File: src/rtl/hex_scan_counter.sv
// hex_scan_counter: N-digit up/down hex counter with load, wrap-around and a
// time-multiplexed active-low 7-segment scan driver with leading-zero blanking.
module hex_scan_counter #(
    parameter int NUM_DIGITS = 4,
    parameter int TICK_DIV   = 100000000,
    parameter int SCAN_DIV   = 100000,
    parameter bit BLANK_LZ   = 1'b1
) (
    input  logic                    CLK100MHZ,
    input  logic                    RST,
    input  logic                    EN,
    input  logic                    UP,
    input  logic                    LOAD,
    input  logic [4*NUM_DIGITS-1:0] LOAD_VAL,
    output logic [4*NUM_DIGITS-1:0] COUNT,
    output logic                    TICK,
    output logic [NUM_DIGITS-1:0]   AN,
    output logic                    CA,
    output logic                    CB,
    output logic                    CC,
    output logic                    CD,
    output logic                    CE,
    output logic                    CF,
    output logic                    CG,
    output logic                    DP
);
    localparam int W  = 4 * NUM_DIGITS;
    localparam int TW = $clog2(TICK_DIV);
    localparam int SW = SCAN_DIV > 1 ? $clog2(SCAN_DIV) : 1;
    localparam int IW = NUM_DIGITS > 1 ? $clog2(NUM_DIGITS) : 1;

    logic [W-1:0]          count_q, count_d;
    logic [TW-1:0]         tdiv_q, tdiv_d;
    logic [SW-1:0]         sdiv_q, sdiv_d;
    logic [IW-1:0]         idx_q, idx_d;
    logic [NUM_DIGITS-1:0] an_q, an_d;
    logic [6:0]            seg_q, seg_d;
    logic                  dp_q, dp_d;
    logic                  tick, scan_wrap, blank;
    logic [3:0]            nib;

    // Segment pattern {g,f,e,d,c,b,a}, active-low
    function automatic logic [6:0] seg_lut(input logic [3:0] n);
        case (n)
            4'h0: seg_lut = 7'h40;
            4'h1: seg_lut = 7'h79;
            4'h2: seg_lut = 7'h24;
            4'h3: seg_lut = 7'h30;
            4'h4: seg_lut = 7'h19;
            4'h5: seg_lut = 7'h12;
            4'h6: seg_lut = 7'h02;
            4'h7: seg_lut = 7'h78;
            4'h8: seg_lut = 7'h00;
            4'h9: seg_lut = 7'h10;
            4'hA: seg_lut = 7'h08;
            4'hB: seg_lut = 7'h03;
            4'hC: seg_lut = 7'h46;
            4'hD: seg_lut = 7'h21;
            4'hE: seg_lut = 7'h06;
            default: seg_lut = 7'h0E;
        endcase
    endfunction

    always_comb begin
        tick      = tdiv_q == TW'(TICK_DIV - 1);
        tdiv_d    = (LOAD || tick) ? '0 : tdiv_q + TW'(1);
        count_d   = LOAD ? LOAD_VAL : (tick && EN) ? (UP ? count_q + W'(1) : count_q - W'(1)) : count_q;
        scan_wrap = sdiv_q == SW'(SCAN_DIV - 1);
        sdiv_d    = scan_wrap ? '0 : sdiv_q + SW'(1);
        idx_d     = !scan_wrap ? idx_q : (idx_q == IW'(NUM_DIGITS - 1)) ? '0 : idx_q + IW'(1);
        nib       = count_q[4*idx_q +: 4];
        // Digit is blank when it and every more-significant nibble are zero
        blank     = BLANK_LZ && (idx_q != '0) && ((count_q >> (4*idx_q)) == '0);
        an_d      = ~(NUM_DIGITS'(1) << idx_q);
        seg_d     = blank ? 7'h7F : seg_lut(nib);
        dp_d      = !((idx_q == '0) && (tdiv_q < TW'(TICK_DIV / 2)));
    end

    always_ff @(posedge CLK100MHZ or posedge RST) begin
        if (RST) begin
            count_q <= '0;
            tdiv_q  <= '0;
            sdiv_q  <= '0;
            idx_q   <= '0;
            an_q    <= '1;
            seg_q   <= '1;
            dp_q    <= 1'b1;
        end else begin
            count_q <= count_d;
            tdiv_q  <= tdiv_d;
            sdiv_q  <= sdiv_d;
            idx_q   <= idx_d;
            an_q    <= an_d;
            seg_q   <= seg_d;
            dp_q    <= dp_d;
        end
    end

    assign COUNT = count_q;
    assign TICK  = tick;
    assign AN    = an_q;
    assign {CG, CF, CE, CD, CC, CB, CA} = seg_q;
    assign DP    = dp_q;
endmodule

File: config.mk
export PLATFORM = sky130hd
export DESIGN_NAME = hex_scan_counter
export DESIGN_NICKNAME = d
export VERILOG_FILES = /design/src/rtl/hex_scan_counter.sv
export SDC_FILE = /design/constraint.sdc
export NUM_CORES = 1
export LEC_CHECK = 0
export BUFFER_PORTS_ARGS = -buffer_cell sky130_fd_sc_hd__buf_2
export CORE_MARGIN = 4
export CORE_UTILIZATION = 60
export DETAILED_ROUTE_END_ITERATION = 10
export PLACE_DENSITY = 0.81
export SLEW_MARGIN = 10
export SYNTH_ARGS = -nofsm -noshare
export SYNTH_HDL_FRONTEND = slang
export SYNTH_SLANG_ARGS = --single-unit
export TNS_END_PERCENT = 30
File: constraint.sdc
create_clock -name CLK100MHZ -period 5.41 [get_ports CLK100MHZ]
set_clock_uncertainty 0.05 [all_clocks]
set_input_delay 0.2705 -clock CLK100MHZ [delete_from_list [all_inputs] [get_ports CLK100MHZ]]
set_output_delay 0.2705 -clock CLK100MHZ [all_outputs]
set_load 0.05 [all_outputs]
==> qor.csv <==
metric,value,unit
status,completed,
fmax,403,MHz
vias in the first global route,3470,
total gr overflow,0,
DP Cell Count,620,
maximum vdd drop,0.000149,V
"Cell Area, Synth",4490,µm²
Core Rows,31,
Starting Density,61.9,%
die footprint,8930,µm²
#FFs+latches synth,74,
Ys Warns,0,
PortBufs,49,
dpl hpwl,6730,µm
Post-Layout Cell Count,636,
root buffer cell,clkbuf_8,
I/O pin total,50,
Post-Synthesis Cells,485,
ys async rst share,100,%
DRC viols,0,
hold buffers post-CTS,0,
Fin. Hold Viols,0,
core area,7250,µm²
Routed WL,9340,µm
Final Cycle Share,45.9,%
Hold Crit Class,input pin to flop,
"CTS clk-pin slew, worst paths",80,ps
largest net degree at the start of global routing,75,
Starting DRT DRC Count,173,
fill cell count,570,
Num CTS Buffers,9,
routed vias/inst,5.79,
share of the synthesized area in the top cell type,34.6,%
hold_ws,71.0,ps
Clock Tree Buf Depth,2,
"Clk Latency, worst-skew pair",350,ps
WHS Path Cells,2,
Post-synth EDFFs,0,
gpl congestion,0.905,
Die Y,94.5,µm
htree depth,3,
RSZ-0062 raised after global routing,no,
nature of the critical path startpoint,input pin,
placed cell area,4810,µm²
CP Max Fanout,14,
CTS-repair resized insts,0,
syn_nets,533,
WP data required,5600,ps
Max Slew Vio Count,0,
leading area contributor after synthesis,dfrtp_1,
nets,580,
Routed Antenna Nets,0,
Static Leak,2.24,nW
"Setup Fix Bufs, Post-CTS",0,
clock sinks,74,
max-cap violation count,0,
top post-synthesis cells by area,"dfrtp_1 35%, ha_1 7.2%, dfstp_2 7.0%, xor2_1 4.5%, nor2_1 4.3%",
setup TNS,0,ps
drt pass-1 iters,4,
most frequent cell after synthesis,dfrtp_1,
crit path kind,input pin to flop,
initial antenna violation count,0,
"Seq/Total Area, Yosys",41.6,%
CTS tree,yes,
drt wl/cell,14.7,µm
Power Density,262,nW/µm²
Die X,94.5,µm
Via Count,3681,
Setup crit end kind,flop,
ANT cells,0,
Mapped Avg Cell Area,9.25,µm²
post-layout min period,2480,ps
Worst EP arrival,2680,ps
Worst Reg-to-Reg Cells,7,
Total GRT Usage,22.5,%
relative slew slack,39.5,%
final count of negative-setup-slack endpoints,0,
Area Overhead vs Synth,11.6,%
top_reg_cell synth,dfrtp_1,
count of cell types in the netlist,56,
most frequent cells after synthesis,"62 x dfrtp_1, 52 x nor2_1, 50 x nand2_1",
global-route wire length before repair,16100,µm
Worst-Margin Slew,907,ps
post-route cell area,5010,µm²
share of cells above drive strength 1,17.9,%
[power breakdown]
part	switching [W]	total, W	internal [W]
Sequential	0.0000220	0.000601	0.000579
Clock	0.000205	0.000441	0.000236
Combinational	0.000184	0.000272	0.0000881
[cells by family after synthesis]
kind of cell,Yosys count,share of synthesized area (%)
compound gates,95,12.9
fa+ha+maj,27,7.69
xor+xnor,41,8.00
mux,11,3.57
flops,74,41.6
buf+inv,34,3.07
simple gates,203,23.2
[sequential cells by signal, indices dropped and copies added (netlist names)]
signal  count
DP          1
COUNT      16
AN          4
seg_q       7
idx_q       2
tdiv_q     27
sdiv_q     17
[layout make-up]
type                            instances  area, µm²  area share [%]
Inverter                               19       71.3            1.42
Sequential cell                        74       1870            37.3
Clock buffer                           11        151            3.02
Clock inverter                          5       52.6            1.05
Timing Repair Buffer                   51        260            5.19
Tap cell                               99        124            2.47
Multi-Input combinational cell        377       2480            49.6
[cells in the final DEF, fill, tap and decap left out, types with 9 or more instances in the layout]
| master | instances |
|---|---|
| nand2_1 | 50 |
| nand4_1 | 11 |
| nand3_1 | 29 |
| and3_1 | 10 |
| xor2_1 | 23 |
| buf_2 | 49 |
| nor3_1 | 9 |
| a21oi_1 | 31 |
| inv_1 | 17 |
| nor2_1 | 52 |
| xnor2_1 | 18 |
| ha_1 | 26 |
| dfrtp_1 | 62 |
| clkbuf_8 | 11 |
| dfstp_2 | 12 |
| o21ai_0 | 30 |
[worst paths after layout]
kind / to / slack, ps / start
min in group asynchronous: tdiv_q[16]$_DFF_PP0_ / 140 / RST
worst max register to register: COUNT[14]$_DFFE_PP0P_ / 2930 / COUNT[2]$_DFFE_PP0P_
max in group asynchronous: COUNT[15]$_DFFE_PP0P_ / 4580 / RST
worst max-delay path: COUNT[14]$_DFFE_PP0P_ / 2930 / UP
worst min register to register: sdiv_q[4]$_DFF_PP0_ / 440 / sdiv_q[4]$_DFF_PP0_
worst min-delay path: COUNT[8]$_DFFE_PP0P_ / 70 / LOAD_VAL[8]
[critical path: stages]
cell	delay, ps
buf_2	130
inv_1	380
ha_1	360
nor2b_1	170
o31a_1	280
a221oi_1	460
o21ai_0	270
a21o_1	200
and3_1	150
[layer usage]
| layer | up-vias | wire (µm) | global-route usage (%) |
|---|---|---|---|
| met5 | - | 0 | 0 |
| met4 | 0 | 234 | 9.74 |
| met3 | 20 | 429 | 4.22 |
| met2 | 83 | 4510 | 36.8 |
| met1 | 1767 | 4170 | 29.3 |
| li1 | 1811 | - | - |
[through the flow]
step / total power, W / worst slack (ps) / utilization, %
after floorplan: 0.000818 / 2890 / -
after global placement: 0.000875 / 2630 / 66.3
after detailed placement: 0.000881 / 2570 / 66.3
after CTS: 0.00132 / 2930 / 69.1
after global routing: 0.00138 / 2680 / 69.1
final: 0.00131 / 2930 / 69.1
No activity file was read; power rests on OpenSTA's default activity.
